## config.mk

```make
export PLATFORM = sky130hd
export DESIGN_NAME = checker_lane_cmp
export DESIGN_NICKNAME = d
export VERILOG_FILES = /design/src/rtl/regfile_checker_lane_cmp.sv
export SDC_FILE = /design/constraint.sdc
export NUM_CORES = 1
export LEC_CHECK = 0
export BUFFER_PORTS_ARGS = -buffer_cell sky130_fd_sc_hd__buf_2
export CAP_MARGIN = 25
export CORE_ASPECT_RATIO = 1.75
export CORE_MARGIN = 1.5
export CORE_UTILIZATION = 38
export DETAILED_ROUTE_END_ITERATION = 8
export GPL_ROUTABILITY_DRIVEN = 0
export PLACE_DENSITY = 0.86
export SYNTH_ARGS = -nofsm -noshare
export SYNTH_HDL_FRONTEND = slang
export SYNTH_SLANG_ARGS = --single-unit
```

## constraint.sdc

```tcl
create_clock -name clock -period 1.4 [get_ports clock]
set_clock_uncertainty 0.2 [all_clocks]
set_input_delay 0.21 -clock clock [delete_from_list [all_inputs] [get_ports clock]]
set_output_delay 0.21 -clock clock [all_outputs]
set_load 0.005 [all_outputs]
```

## src/rtl/regfile_checker_lane_cmp.sv

```systemverilog
// One compare lane of the regfile checker.
//   clock, reset : system clock, synchronous active-low reset
//   cap          : capture act_in at the end of this cycle (scan beat)
//   chk_vld      : exp_in lines up with the captured value this cycle
//   chk_en       : compare mode; 0 forces the mismatch flag low
//   act_in       : regfile read data for this lane
//   exp_in       : expected value for this lane (one cycle after cap)
//   act          : captured actual value, held between beats
//   mis          : mismatch flag; live while chk_vld, last result otherwise
module checker_lane_cmp #(
    parameter int DATA_W = 32
) (
    input  logic              clock,
    input  logic              reset,
    input  logic              cap,
    input  logic              chk_vld,
    input  logic              chk_en,
    input  logic [DATA_W-1:0] act_in,
    input  logic [DATA_W-1:0] exp_in,
    output logic [DATA_W-1:0] act,
    output logic              mis
);

    logic [DATA_W-1:0] act_q;
    logic              mis_q;
    logic              live;

    // exp_in comes straight from the synchronous expected memory, so the
    // compare is only meaningful in the cycle flagged by chk_vld.
    assign live = chk_en && (act_q != exp_in);

    always_ff @(posedge clock) begin
        if (!reset) begin
            act_q <= '0;
            mis_q <= 1'b0;
        end else begin
            if (cap)     act_q <= act_in;
            if (chk_vld) mis_q <= live;
        end
    end

    assign act = act_q;
    assign mis = chk_vld ? live : mis_q;

endmodule

```

After elaboration in Yosys (flattened, before gate mapping)

Index checks and enable logic that the tools add are counted.

Logic and storage cells: 5
Bits in writable memories: 0
Register bits: 33
Output and inout bits: 33
Latch bits: 0
Memories kept: 0
Memory bits (read-only): 0

Add/sub/neg operators: 0
Eq/ne operators: 1
Multiplexer cells: 1
Reductions and logical operators: 1
Bitwise operators: 0
Order comparisons: 0
Multiply operators: 0
Divide/modulo/power cells: 0
Shifts and indexed selects: 0

Operators by type and width:

| operator               | number |
|---|---|
| inequality test 32 bit | 1 |
| logical AND 1 bit      | 1 |
| two-way mux 1 bit      | 1 |

Longest topological paths before layout

Gate-level depths: netlist of run 1.

Word-level depth: 3
Depth in mapped cells: 5
Depth with buffers taken out: 5

Worst setup path before layout of run 1

Ideal clock, no wire load.

Path kind: register -> output
Start point: reg act_q[1], in the netlist act[1]
End point: out mis
Path buffers: 0
Slack: -68 ps
Data arrival time: 1058 ps
Stages on the path, launching flop included: 6
Cells stage by stage: dfxtp_1 xor2_1 nor4_1 nand4_1 nor2_1 o22ai_1

Cells in the longest elaborated chain, start to end: 3

Ends and longest elaborated chain:

| element                | line | text |
|---|---|---|
| from (decl)            | 24   | `logic [DATA_W-1:0] act_q;` |
| from (signal assigned) | 37   | `if (cap) act_q <= act_in;` |
| inequality test 32 bit | 30   | `assign live = chk_en && (act_q != exp_in);` |
| logical AND 1 bit      | 30   |  |
| two-way mux 1 bit      | -    |  |
| to (decl)              | 21   | `output logic mis` |

No other way between the ends.

Final worst setup path of run 1

Start point: reg act_q[20], in the netlist act[20]
End point: out mis

Same word-level chain as after synthesis.

==> results.txt, run 1 <==
Mux contribution to synthesized area = 20.05%
Core Region = 4073 um^2
Global-route wire length before repair = 6844 um
Setup TNS = -0.8739 ns
Post-synthesis cell count = 153
Post-Syn Nets = 222
Die X-Extent = 52.02 um
H-tree Lvls = 2
Placed Area = 2391 um^2
Die area = 4618 um^2
CP arrival = 1.64 ns
Routed wire per std cell = 13.01 um
Drc violations = 0
Dpl hpwl = 3259 um
I/O Buffers = 101
Worst Path Required = 0.99 ns
Final instance area = 2718 um^2
Post-layout nets = 375
Clk sink count = 33
CTS Buf Count = 5
Mapped cell area = 1598 um^2
Syn. warnings = 0
Row count = 31
# IOs = 102
Endpoints failing setup = 2
Largest delay share family, worst path = simple AND/OR/NAND/NOR gates
Static Leakage = 1.452 nW
Largest net degree at the start of global routing = 35
Initial antenna violation count = 0
Worst-path clk slew = 0.06 ns
Final worst slack = -0.6548 ns
Async set or reset register ratio after synthesis = 0%
Synthesis-stage register bit count = 33
Crit-path cells = xor2_1 > nor4_1 > nand4_1 > nor2_2 > o22ai_1 > buf_2
Top-area cell type share of the netlist area = 41.35%
1st-iter DRT viols = 15
Starting density of the core = 39.23%
WS Path Type = flop to primary output
Measured slew at the worst slew-check pin = 0.4812 ns
GRT Total Usage = 20.16%
Largest area contributor in the netlist = dfxtp_1
Peak Freq = 0.4867 GHz
Syn Area/Cell = 10.44 um^2
Failing checks = hold timing, setup timing
P&R area growth vs syn = 70.09%
Worst skew pair latency = 0.27 ns
Grt ovf = 0
Slew Limit Fails = 0
Slew Limit Headroom = 67.92%
TritonCTS clock tree = done
Crit-path max cell delay = 0.34 ns
Post-synth EDFFs = 0
Period minus WS final = 2.055 ns
Via density = 4.656
MaxCap Viol Count = 0
Compound-Gate Fraction of Synth Area = 0.7048%
Worst Path Buf+Inv = 1
RSZ-0062 raised after global routing = yes
Root Driver = clkbuf_8
Crit. End Element = primary output
Final Cycle Share = 146.8%
Vias in the first global route = 1733
Power density over cell area = 835.9 nW/um^2
Worst hold margin = -0.002578 ns
Maximum fanout along the worst path = 2
Prevailing post-synth register cell = dfxtp_1
CTS Buffer Depth = 2
Final hold vios = 1
Final ANT Viol Nets = 0
HP Class = input port to flop
Worst path slowest cell = nor4_1
Final wirelength = 4619 um
Die Ht = 88.78 um
Post-synthesis adder-cell area fraction = 0%
DR vias = 1653
DRT Pass-1 Iters = 4
CP startpoint kind = flop
Outcome = finished, violations left
Largest family of logic cells by synthesized area = multiplexers
Top post-synthesis cells by area = dfxtp_1, mux2i_1, xor2_1
Fill cell count = 349
Sequential-to-total area share from yosys stat = 41.35%
# diodes = 0
Peak supply drop = 0.8755 mV
Post-synthesis simple-gate area fraction = 17.70%
Unique cell type count in the Yosys netlist = 16
Share of layout cells above drive strength 1 = 52.29%
Synth Area in XOR/XNOR = 17.54%
-- cell type report --
class	instances	area (um^2)	area share, %
tap	49	61.31	2.256
inverter	1	3.754	0.1381
sequential	33	676.9	24.91
multi-input combinational	112	933.4	34.35
clock buffer	7	86.33	3.177
timing repair buffer	153	955.9	35.17
-- per-stage QoR --
| step | instances | utilization, % | power (mW) | worst slack [ns] |
|---|---|---|---|---|
| finish | 355 | 66.73 | 2.272 | -0.6548 |
| global route | 355 | 66.73 | 2.382 | -0.7063 |
| CTS | 355 | 65.96 | 2.285 | -0.6283 |
| detailed placement | 328 | 58.71 | 1.532 | -0.4123 |
| global placement | 328 | 58.71 | 1.517 | -0.4042 |
| floorplan | 153 | - | 1.262 | -0.05441 |
-- worst paths after layout --
path                    from      end  slack, ns  depth (start not counted)
setup / recovery     act[20]      mis      -0.65                          6
setup reg to reg     act[20]    mis_q      -0.22                          6
hold reg to reg        mis_q    mis_q       0.29                          2
hold / removal    act_in[12]  act[12]     -0.003                          3
-- sequential cells by signal (all words and copies together), names as in the netlist --
| register | cells |
|---|---|
| act | 32 |
| mis_q | 1 |
-- cell usage after synthesis, types with 2 or more instances --
library cell  number
dfxtp_1           33
clkbuf_1           3
mux2i_1           32
nor2b_1           32
buf_4              3
xor2_1            32
nor4_1             8
nand4_1            2
-- worst register-to-register path, cell delays in order, from the launching register on --
cell,delay (ns)
dfxtp_2,0.33
xor2_1,0.14
nor4_1,0.34
nand4_1,0.18
nor2_2,0.17
buf_4,0.12
o21ai_2,0.04
-- cells by family after synthesis --
family | Yosys count
AO/OA/AOI/OAI | 2
multiplexers | 32
flip-flops | 33
AND/OR/NAND/NOR | 46
buffers and inverters | 8
XOR/XNOR | 32
-- where the power goes --
group / internal, mW / switching, mW
Sequential: 1.00 / 0.0388
Combinational: 0.319 / 0.212
Clock: 0.390 / 0.312
-- metal layers --
layer  part of all wire (%)  GRT usage, %  up-vias
met5                      0             0        -
met4                    1.9         8.852        0
met3                    4.6         4.054        7
met2                     60         41.77       52
met1                     34         17.21      773
li1                       -             -      821
-- cells in the final DEF, fill, tap and decap left out, types with 2 or more instances in the layout --
master         count
nor2b_1           32
xor2_1            31
dlygate4sd3_1     19
dfxtp_1           20
buf_2            101
nor4_2             4
nand4_1            2
buf_4             32
clkbuf_8           6
mux2i_1           32
dfxtp_2           13
nor4_1             4
-- repair_timing --
item | 4_1_cts | 5_1_grt
cloned | 0 | 0
setup buffers | 1 | 0
setup endpoints to repair | 2 | 2
gates resized for setup | 4 | 6
pin swaps | 9 | 3
hold endpoints to repair | 19 | 0
hold buffers | 19 | 0
No activity file was read; power rests on OpenSTA's default activity.
==> run 2, diff against run 1 <==
--- a/config.mk
+++ b/config.mk
@@ -16,3 +16,4 @@
 export SYNTH_ARGS = -nofsm -noshare
 export SYNTH_HDL_FRONTEND = slang
 export SYNTH_SLANG_ARGS = --single-unit
+export TNS_END_PERCENT = 50
==> results.txt, run 2 (same netlist as run 1, synthesis figures left out) <==
Drc violations = 0 (unchanged)
Vias in the first global route = 1733 (unchanged)
Routed wire per std cell = 12.89 um (-0.93%)
GR Util met3 = 4.054% (unchanged)
Worst r2r src = act[20]
Final Cycle Share = 146.4% (-0.37 points)
Worst reg2reg endpoint = mis_q
Via density = 4.676 (+0.42%)
Endpoints failing setup = 2 (unchanged)
Worst Path Required = 0.99 ns (about the same)
Final ANT Viol Nets = 0 (unchanged)
# diodes = 0 (unchanged)
Final instance area = 2714 um^2 (-0.14%)
Slew Limit Headroom = 67.88% (about the same)
CP startpoint kind = flop
Crit. End Element = primary output
GRT Total Usage = 20.16% (unchanged)
TritonCTS clock tree = done
Most common library cell in the layout ignoring fill and taps = buf_2
# IOs = 102 (unchanged)
CP Capture Point = mis
WS Path Type = flop to primary output
Crit-path max cell delay = 0.34 ns (about the same)
Final wirelength = 4576 um (-0.93%)
Overall Power = 2.271 mW (about the same)
Dpl hpwl = 3259 um (unchanged)
H-tree Lvls = 2 (unchanged)
CP arrival = 1.64 ns (about the same)
Power density over cell area = 837.0 nW/um^2 (+0.13%)
CTS Buffer Depth = 2 (unchanged)
Most used routing layer = met2
DRT Pass-1 Iters = 4 (unchanged)
Leading cell types in the layout, fill and taps excluded = buf_2, mux2i_1, nor2b_1, buf_4, xor2_1
Register area = 676.9 um^2 (unchanged)
Multi-input logic area = 929.6 um^2 (-0.40%)
Final hold vios = 1 (unchanged)
Maximum fanout along the worst path = 2 (unchanged)
CTS Buf Count = 5 (unchanged)
HP Class = input port to flop
I/O Buffers = 101 (unchanged)
Post-layout nets = 375 (unchanged)
Grt ovf = 0 (unchanged)
FF-to-FF path depth = 6 (unchanged)
Final worst slack = -0.6496 ns (+0.005165 ns)
Number of flip-flops in the largest register = 32 (unchanged)
Largest net degree at the start of global routing = 35 (unchanged)
R2r setup slk = -0.22 ns (about the same)
Worst path slowest cell = nor4_1
Die Ht = 88.78 um (unchanged)
Slew Limit Fails = 0 (unchanged)
Measured slew at the worst slew-check pin = 0.4818 ns (+0.0005667 ns)
Core Region = 4073 um^2 (unchanged)
Die X-Extent = 52.02 um (unchanged)
Peak supply drop = 0.8761 mV (about the same)
Static Leakage = 1.450 nW (-0.12%)
P&R area growth vs syn = 69.85%
RSZ-0062 raised after global routing = yes
Setup crit start = act[20]
Outcome = finished, violations left
Worst-path clk slew = 0.06 ns (about the same)
Row count = 31 (unchanged)
Root Driver = clkbuf_8
Worst hold margin = -0.003406 ns (-0.0008274 ns)
Met1 Usage GRT = 17.21% (unchanged)
Met2 Usage GRT = 41.77% (unchanged)
Fill cell count = 347 (-0.57%)
Die area = 4618 um^2 (unchanged)
Clk sink count = 33 (unchanged)
DR vias = 1660 (+0.42%)
Period minus WS final = 2.050 ns (-0.005165 ns)
Global-route wire length before repair = 6844 um (unchanged)
Setup TNS = -0.8693 ns (+0.004529 ns)
1st-iter DRT viols = 19 (+4)
Share of layout cells above drive strength 1 = 51.96% (-0.33 points)
Starting density of the core = 39.23% (unchanged)
Failing checks = hold timing, setup timing
Hold_sp = act_in[12]
Initial antenna violation count = 0 (unchanged)
Peak Freq = 0.4879 GHz (+0.25%)
Crit-path cells = xor2_1 > nor4_1 > nand4_1 > nor2_2 > o22ai_1 > buf_2
Placed Area = 2391 um^2 (unchanged)
Worst skew pair latency = 0.27 ns (about the same)
MaxCap Viol Count = 0 (unchanged)
==> run 2: cell counts in the layout (fill, tap and decap cells not counted) <==
No cell type changed its count.
==> run 2: per-stage QoR <==
step / util, % / worst slack, ns / hold slack [ns] / std cells
after floorplan: - / -0.05441 / 0.1382 / 153
after global placement: 58.71 / -0.4042 / 0.2613 / 328
after detailed placement: 58.71 / -0.4123 / 0.2732 / 328
after CTS: 65.96 / -0.6283 / 0.0003496 / 355
after global routing: 66.64 / -0.7063 / 0.01345 / 355
final: 66.64 / -0.6496 / -0.003406 / 355
==> run 2: what timing repair did <==
action | CTS | global route
buffers inserted | 1 | 0
pin swaps | 9 | 2
hold endpoints to repair | 19 | 0
endpoints found under the setup margin | 2 | 2
gates resized for setup | 4 | 5
hold buffers | 19 | 0
gates cloned | 0 | 0
==> run 2: how the worst min path moves through the flow <==
stage                    to  slack [ns]  cells after the start
floorplan           act[28]        0.14                      1
global placement      mis_q        0.26                      2
detailed placement    mis_q        0.27                      2
CTS                  act[1]      0.0003                      3
global route        act[26]        0.01                      3
finish              act[12]      -0.003                      3
==> run 2: area by class of cell <==
type / count / area share [%]
Timing Repair Buffer: 153 / 35.22
Tap cell: 49 / 2.259
Multi-Input combinational cell: 112 / 34.26
Clock buffer: 7 / 3.181
Inverter: 1 / 0.1383
Sequential cell: 33 / 24.94
==> run 2: report_power, final <==
part	internal [mW]	leakage [nW]	switching [mW]
Sequential	1.00	0.277	0.0389
Clock	0.390	0.0443	0.313
Combinational	0.319	1.13	0.211
Total	1.71	1.45	0.563
==> run 2: layer usage <==
metal | vias to the layer above | wire [um]
met5 | - | 0
met4 | 0 | 89
met3 | 7 | 225
met2 | 58 | 2735
met1 | 776 | 1525
li1 | 819 | -
==> run 2: critical path, delay by kind of cell, from the launching register on <==
| kind | cells | cell delay, ns |
|---|---|---|
| AO/OA/AOI/OAI | 1 | 0.08 |
| XOR/XNOR | 1 | 0.14 |
| buffers and inverters | 1 | 0.13 |
| flip-flops | 1 | 0.33 |
| AND/OR/NAND/NOR | 3 | 0.69 |
==> run 3, diff against run 2 <==
--- a/config.mk
+++ b/config.mk
@@ -7,13 +7,13 @@
 export LEC_CHECK = 0
 export BUFFER_PORTS_ARGS = -buffer_cell sky130_fd_sc_hd__buf_2
 export CAP_MARGIN = 25
-export CORE_ASPECT_RATIO = 1.75
 export CORE_MARGIN = 1.5
 export CORE_UTILIZATION = 38
 export DETAILED_ROUTE_END_ITERATION = 8
 export GPL_ROUTABILITY_DRIVEN = 0
 export PLACE_DENSITY = 0.86
+export RECOVER_POWER = 25
 export SYNTH_ARGS = -nofsm -noshare
 export SYNTH_HDL_FRONTEND = slang
 export SYNTH_SLANG_ARGS = --single-unit
-export TNS_END_PERCENT = 50
+export TNS_END_PERCENT = 5
==> results.txt, run 3 (same netlist as run 1, synthesis figures left out) <==
Outcome = finished, violations left
Failing checks = hold timing, setup timing
H-tree Lvls = 2 (unchanged)
I/O Buffers = 101 (unchanged)
CP startpoint kind = flop
Switching power = 0.5811 mW (+3.3%)
Initial antenna violation count = 0 (unchanged)
Min-Delay Path Depth = 3 (unchanged)
FF-to-FF path depth = 7 (+1)
WS Path Type = flop to primary output
Hold_sp = act_in[12]
Global-route wire length before repair = 6306 um (-7.9%)
Crit-path cells = xor2_2 > nor4_2 > buf_4 > nand4_1 > nor2_2 > o22ai_1 > buf_2
Sw Ratio = 24.88% (+0.11 points)
# IOs = 102 (unchanged)
Internal Power = 1.755 mW (+2.7%)
# diodes = 0 (unchanged)
Clk sink count = 33 (unchanged)
Die Ht = 67.85 um (-24%)
Maximum fanout along the worst path = 2 (unchanged)
Root Driver = clkbuf_8
Most common library cell in the layout ignoring fill and taps = buf_2
Largest net degree at the start of global routing = 35 (unchanged)
Worst skew pair latency = 0.28 ns (about the same)
Leading cell types in the layout, fill and taps excluded = buf_2, mux2i_1, nor2b_1
Largest delay share family, worst path = simple AND/OR/NAND/NOR gates
Number of flip-flops in the largest register = 32 (unchanged)
Worst-path clk slew = 0.07 ns (about the same)
Final worst slack = -0.6314 ns (+0.01821 ns)
Die area = 4603 um^2 (-0.32%)
Final hold vios = 2 (+1)
Dpl hpwl = 3115 um (-4.4%)
Crit. End Element = primary output
Worst path slowest cell = dfxtp_2
TritonCTS clock tree = done
Static Leakage = 1.450 nW (about the same)
Worst hold margin = -0.001243 ns (+0.002162 ns)
DR vias = 1603 (-3.4%)
Slew Limit Fails = 0 (unchanged)
P&R area growth vs syn = 70.40%
Placed Area = 2387 um^2 (-0.16%)
Routed wire per std cell = 12.21 um (-5.3%)
Clock network fraction of total power = 33.3% (+2.4 points)
Core Region = 4029 um^2 (-1.1%)
Power density over cell area = 858.0 nW/um^2 (+2.5%)
Die X-Extent = 67.85 um (+30%)
Starting density of the core = 39.66% (+0.43 points)
Final wirelength = 4334 um (-5.3%)
Vias in the first global route = 1580 (-8.8%)
Placed Cells = 325 (-0.91%)
Slew Limit Headroom = 67.79% (-0.092 points)
Drc violations = 0 (unchanged)
Combinational share of power = 22.2% (-1.1 points)
Peak supply drop = 0.6415 mV (-27%)
CP arrival = 1.62 ns (-0.02 ns)
HP Class = input port to flop
Worst Path Buf+Inv = 2 (+1)
Hold path endpoint = act[12]
Post-layout nets = 373 (-0.53%)
Final ANT Viol Nets = 0 (unchanged)
R2r setup slk = -0.21 ns (about the same)
CTS Buffer Depth = 2 (unchanged)
Measured slew at the worst slew-check pin = 0.4824 ns (+0.0005883 ns)
Crit-path max cell delay = 0.34 ns (about the same)
Final Cycle Share = 145.1% (-1.3 points)
Share of layout cells above drive strength 1 = 51.48% (-0.49 points)
Portion of total power attributed to sequential cells = 44.6% (-1.2 points)
Worst reg2reg endpoint = mis_q
Row count = 23 (-26%)
Endpoints failing setup = 2 (unchanged)
Grt ovf = 0 (unchanged)
Worst r2r src = act[1]
DRT Pass-1 Iters = 4 (unchanged)
Period minus WS final = 2.031 ns (-0.01822 ns)
Peak Freq = 0.4923 GHz (+0.90%)
GRT Total Usage = 18.55% (-1.6 points)
Via density = 4.515 (-3.4%)
MaxCap Viol Count = 0 (unchanged)
CTS Buf Count = 5 (unchanged)
RSZ-0062 raised after global routing = yes
Final instance area = 2723 um^2 (+0.32%)
Non-filler cells, final = 355 (unchanged)
Worst Path Required = 0.99 ns (about the same)
1st-iter DRT viols = 41 (+22)
==> run 3: area by class of cell <==
class	count	area, um^2
repair buffers	151	932.1
multi-input cells	112	947.2
clock inverters	1	5.005
well taps	50	62.56
inverters	1	3.754
flip-flops and latches	33	675.6
clock buffers	7	96.34
fillers	342	1306
==> run 3: worst max-delay path by stage <==
stage | start | end | slack, ns | cells past startpoint
2_1_floorplan | act[4] | mis | -0.05 | 5
3_3_place_gp | act[7] | mis | -0.47 | 7
3_5_place_dp | act[7] | mis | -0.49 | 7
4_1_cts | act[1] | mis | -0.70 | 7
5_1_grt | act[13] | mis | -0.76 | 6
6_report | act[1] | mis | -0.63 | 7
==> run 3: metrics by stage <==
stage | power [mW] | hold slack (ns) | setup WS (ns) | util, % | setup TNS (ns)
final | 2.336 | -0.001243 | -0.6314 | 67.58 | -0.8459
after floorplan | 1.262 | 0.1382 | -0.05441 | - | -0.05441
after detailed placement | 1.528 | 0.2759 | -0.4889 | 59.25 | -0.7539
after global routing | 2.466 | 0.007125 | -0.7590 | 67.58 | -1.086
after global placement | 1.512 | 0.2606 | -0.4663 | 59.25 | -0.6827
after CTS | 2.355 | 0.0002424 | -0.7034 | 67.24 | -0.9783
==> run 3: tightest hold or removal path: cells and delay by family <==
family | cells | cell delay (ns)
multiplexers | 1 | 0.06
buffers and inverters | 1 | 0.07
AND/OR/NAND/NOR | 1 | 0.10
==> run 3: what timing repair did <==
item	CTS	global route
hold endpoints to repair	20	1
buffers inserted	1	0
setup endpoints to repair	2	2
resized for setup	4	7
pin swaps	6	0
hold buffers	20	1
==> run 3: layer usage <==
metal	vias to the layer above	wire length (um)	global-route usage, %
li1	814	-	-
met1	727	1635	17.55
met2	58	2383	37.01
met3	4	280	5.592
met4	0	35	6.750
met5	-	0	0
==> run 3: power by group through the flow <==
stage	clock network (mW)	logic (mW)	registers [mW]
floorplan	0	0.192	1.07
global placement	0	0.456	1.06
detailed placement	0	0.468	1.06
CTS	0.799	0.517	1.04
global route	0.847	0.572	1.05
finish	0.778	0.517	1.04
